==> config.mk <==
export PLATFORM = sky130hd
export DESIGN_NAME = ultrasonic_echo_receiver
export DESIGN_NICKNAME = d
export VERILOG_FILES = /design/src/rtl/ultrasonic_echo_receiver.sv
export SDC_FILE = /design/constraint.sdc
export NUM_CORES = 1
export LEC_CHECK = 0
export CAP_MARGIN = 20
export CELL_PAD_IN_SITES_DETAIL_PLACEMENT = 1
export CELL_PAD_IN_SITES_GLOBAL_PLACEMENT = 1
export CORE_MARGIN = 3
export CORE_UTILIZATION = 45
export DETAILED_ROUTE_END_ITERATION = 8
export DONT_BUFFER_PORTS = 1
export PLACE_DENSITY_LB_ADDON = 0.3
export SYNTH_ARGS = -nofsm -noshare
export SYNTH_HDL_FRONTEND = slang
export SYNTH_SLANG_ARGS = --single-unit
==> constraint.sdc <==
create_clock -name SYS_CLK -period 3.6 [get_ports SYS_CLK]
set_input_delay 1.08 -clock SYS_CLK [delete_from_list [all_inputs] [get_ports SYS_CLK]]
set_output_delay 1.08 -clock SYS_CLK [all_outputs]
set_load 0.02 [all_outputs]
==> src/rtl/ultrasonic_echo_receiver.sv <==
// ultrasonic_echo_receiver: times burstStart to first qualified 40 kHz echo in SYS_CLK cycles
module ultrasonic_echo_receiver #(
  parameter int BLANK_CYCLES   = 25000,
  parameter int TIMEOUT_CYCLES = 700000,
  parameter int QUAL_EDGES     = 4,
  parameter int EDGE_GAP_MAX   = 1500,
  parameter int TOF_WIDTH      = 21
) (
  input  logic                 SYS_CLK,
  input  logic                 RST,
  input  logic                 ON,
  input  logic                 burstStart,
  input  logic                 echoInput,
  output logic [TOF_WIDTH-1:0] tofCount,
  output logic                 tofValid,
  output logic                 timeout,
  output logic                 busy
);
  localparam int CW = $clog2(QUAL_EDGES + 1);
  typedef enum logic [1:0] {IDLE, BLANK, LISTEN, QUALIFY} state_t;
  state_t state, state_n;
  logic sync1, sync2, prev, rise, start, accept, expire;
  logic [TOF_WIDTH-1:0] timer, cand, cand_n, gap, gap_n, gap_inc, acc_val;
  logic [CW-1:0] cnt, cnt_n, cnt_inc;
  assign rise    = sync2 & ~prev;
  assign start   = burstStart & ON;
  assign busy    = state != IDLE;
  assign gap_inc = gap + TOF_WIDTH'(1);
  assign cnt_inc = cnt + CW'(1);
  assign acc_val = state == LISTEN ? timer : cand;
  // next-state: blanking, candidate capture, edge qualification, expiry, restart and enable
  always_comb begin
    state_n = state;
    cand_n  = cand;
    cnt_n   = cnt;
    gap_n   = gap;
    accept  = 1'b0;
    case (state)
      BLANK: state_n = timer == TOF_WIDTH'(BLANK_CYCLES) ? LISTEN : BLANK;
      LISTEN: if (rise) begin
        cand_n  = timer;
        cnt_n   = CW'(1);
        gap_n   = '0;
        accept  = QUAL_EDGES == 1;
        state_n = QUALIFY;
      end
      QUALIFY: begin
        gap_n = gap_inc;
        if (rise && gap_inc <= TOF_WIDTH'(EDGE_GAP_MAX)) begin
          cnt_n  = cnt_inc;
          gap_n  = '0;
          accept = cnt_inc == CW'(QUAL_EDGES);
        end else if (gap_inc > TOF_WIDTH'(EDGE_GAP_MAX)) begin
          state_n = LISTEN;
          cnt_n   = '0;
          gap_n   = '0;
        end
      end
      default: ;
    endcase
    expire = busy && timer == TOF_WIDTH'(TIMEOUT_CYCLES) && !accept;
    if (accept || expire) state_n = IDLE;
    if (start) state_n = BLANK;
    if (!ON) state_n = IDLE;
  end
  // registers: synchroniser, timer, qualification state and result pulses
  always_ff @(posedge SYS_CLK) begin
    if (RST) begin
      state    <= IDLE;
      {sync1, sync2, prev} <= '0;
      timer    <= '0;
      cand     <= '0;
      cnt      <= '0;
      gap      <= '0;
      tofCount <= '0;
      tofValid <= 1'b0;
      timeout  <= 1'b0;
    end else begin
      {sync1, sync2, prev} <= {echoInput, sync1, sync2};
      state    <= state_n;
      timer    <= start ? '0 : busy ? timer + TOF_WIDTH'(1) : timer;
      cand     <= cand_n;
      cnt      <= start ? '0 : cnt_n;
      gap      <= start ? '0 : gap_n;
      tofValid <= accept & ON;
      tofCount <= accept & ON ? acc_val : tofCount;
      timeout  <= expire & ~start & ON;
    end
  end
endmodule
==> impl_results.md <==
* Vias in the first global route at between 3000 and 4000
* I/O Pins at 29
* Initial Utilization at between 40 and 50%
* GRT Total Usage at 21.7%
* Post-Syn Area per Cell at 9.01 um2
* Hold_buf cts at 0
* Critical Path AT at 3340 ps
* R2r setup slk at approximately 560 ps
* Post-cts sizing count at 0
* Via count of the routed design at just under 4000
* Cell count along the critical path at 8
* Total grt overflow at 0
* # diodes at 0
* Post-CTS Setup Bufs at 0
* Latest clock arrival within the worst-skew pair at between 300 and 400 ps
* Worst EP required at 3900 ps
* WS Path Type: reg -> reg
* Ys Warns at 0
* Worst Setup End Kind: flip-flop
* Slew margin rel. at 45.4%
* Fmax at 0.329 GHz
* Wire per inst at 19.2 um
* Cells after Synth at about 530
* Reg clk slew, reported paths at roughly 100 ps
* Peak supply drop at between 0.15 and 0.2 mV
* Synth top area share at approximately 40%
* Die area at 0.0118 mm2
* Post-synth top cells: dfxtp_1, nand2_1, a21oi_1
* PortBufs at 0
* Crit-path max cell delay at 500 ps
* Clock sink total at 94
* Leakage at ~1.5 nW
* Minimum clock period at ~3000 ps
* Placed cell areas at 0.00473 mm2
* Drt total wl at 12300 um
* Worst clock skew at ~8.2 ps
* Layout net count at 511
* CP top delay family: simple AND/OR/NAND/NOR gates
* Post-synth cell types at 59
* First-pass GRT wire length at 20000 um
* Ys async rst share at 0%
* Root buf cell: clkbuf_8
* Post-Route Setup TNS at 0 ps
* Most numerous cell in the Yosys netlist: dfxtp_1
* Slew Limit Fails at 0
* GP Congestion at ~0.8
* CP max FO at 28
* Placeable Area at 0.0100 mm2
* M1 WL at roughly 6000 um
* Fin Hold WS at 448 ps
* Final worst-path cycle share at 84.5%
* Seq/Total Area, Yosys at between 30 and 40%
* Synth area leaders: dfxtp_1, nand2_1, mux2i_1, a41oi_2, a21oi_1
* Vias per cell at 6.07
* Met3 Wirelength at about 580 um
* Buf+Inv Stages, Crit Path at 0
* Setup crit start kind: flip-flop
* Die height at 109 um
* Layout cell share with drive strength beyond 1 at 12.1%
* CP Capture Point: tofCount[13]$_SDFFE_PP0P_
* Reg2Reg Depth at 8
* Site row count at 36
* Top Layer Used: met4
* Worst slew pin tran at 816 ps
* Post-DP HPWL at 8410 um
* Placement Setup Slack at 566 ps
* Largest net degree at the start of global routing at 49
* Area leader, netlist: dfxtp_1
* Number of remaining DRC errors at 0
* Clock Path Buffers at 2
* Hold/Removal Path Class: reg -> reg
* Drt initial violations at 298
* Hold Vio Cnt, Final at 0
* Area growth, synth to finish at 5.19%
* FF-to-FF End: tofCount[13]$_SDFFE_PP0P_
* Final Setup Violations at 0
* CP cell instances: ha_1 > nand3_2 > nor4_1 > mux2i_1 > and4_1 > and4_4 > a41oi_1 > a311oi_2
* Status: finished, final reports clean
* Final Cell Area at 0.00497 mm2
* R2r startpoint: gap[0]$_SDFFE_PP0P_
* Maxcap violations at 0
* Prevailing post-synth register cell: dfxtp_1
* 1st-pass router iterations at 4
* Met2 WL at 5510 um
* Syn nets at 536
* Post-synth EDFFs at 0
* TritonCTS clock tree: built
* CTS Buf Count at 9
* Die width at 109 um
* Crit path from: gap[0]$_SDFFE_PP0P_
* H-tree levels at 3
* Critical-path top delay cell: and4_4
* PwrDens at 370 mW/mm2
* Setup WS post-layout at 556 ps
* FILL cells at 1172
* RSZ-0062 raised after global routing: no
* Initial antenna violation count at 0
* Post-route ant nets at 0
* Synthesized area at 0.00473 mm2
* Yosys reg bits at between 90 and 100
## metrics by stage
stage,power [mW],instances,utilization (%)
6_report,1.84,638,49.7
5_1_grt,1.92,638,49.7
4_1_cts,1.86,636,49.4
3_5_place_dp,1.12,620,47.3
3_3_place_gp,1.12,620,47.3
2_1_floorplan,1.12,525,-
## final cells by class
class / instances / area [um2] / area share [%]
multi-input combinational: 377 / 2600 / 52.3
sequential: 94 / 1880 / 37.8
tap: 133 / 166 / 3.35
clock buffer: 10 / 138 / 2.77
timing repair buffer: 8 / 80.1 / 1.61
clock inverter: 6 / 68.8 / 1.38
inverter: 10 / 37.5 / 0.755
## cells in the final DEF, fill, tap and decap left out, types with 9 or more instances in the layout
cell type	netlist	final
a21oi_1	40	40
a311oi_1	11	11
a311oi_2	10	10
a41oi_1	11	11
a41oi_2	13	13
and3_1	15	15
clkbuf_8	0	10
dfxtp_1	94	94
inv_1	10	10
mux2i_1	22	22
nand2_1	72	72
nand3_1	14	14
nand4_1	14	14
nor2_1	30	30
o21ai_0	9	9
xnor2_1	10	10
xor2_1	12	12
## per-layer routing
layer	track usage, %	vias up
met4	7.39	0
met1	29.9	1925
met3	4.72	14
li1	-	1868
met5	0	-
met2	33.7	65
## how the worst min path moves through the flow
stage,startpoint,endpoint,slack (ps),cells after the start
6_report,sync1$_SDFF_PP0_,sync2$_SDFF_PP0_,450,1
5_1_grt,cand[0]$_SDFFE_PP0P_,cand[0]$_SDFFE_PP0P_,470,2
4_1_cts,sync1$_SDFF_PP0_,sync2$_SDFF_PP0_,450,1
3_5_place_dp,sync1$_SDFF_PP0_,sync2$_SDFF_PP0_,430,1
3_3_place_gp,sync1$_SDFF_PP0_,sync2$_SDFF_PP0_,420,1
2_1_floorplan,sync1$_SDFF_PP0_,sync2$_SDFF_PP0_,410,1
## power breakdown
part / internal [mW] / switching, mW / leakage, nW / total [mW]
logic: 0.0168 / 0.0284 / 0.656 / 0.0452
clock network: 0.345 / 0.399 / 0.103 / 0.744
registers: 1.05 / 0.00585 / 0.758 / 1.05
## worst register-to-register path, cell delays in order (launching register included)
cell and delay (ps):
dfxtp_1 490, ha_1 350, nand3_2 240, nor4_1 420, mux2i_1 230, and4_1 250
and4_4 500, a41oi_1 220, a311oi_2 260
## sequential cells by signal, summed over array words and instances, names as in the netlist
register,cells
cand,21
cnt,3
gap,21
prev,1
state,2
sync1,1
sync2,1
timeout,1
timer,21
tofCount,21
tofValid,1
## cell families (layout without fill, tap and decap cells)
kind of cell	Yosys count	count (layout)	share of synthesized area, %
adders and majority gates	6	6	1.59
buffers and inverters	54	34	5.37
muxes	22	22	4.66
xor gates and xnor gates	22	22	4.08
DFF	94	94	39.8
and+or+nand+nor	208	208	23.7
AOI/OAI and AO/OA	119	119	20.8
Note: power is estimated with default switching activity, not from simulation.
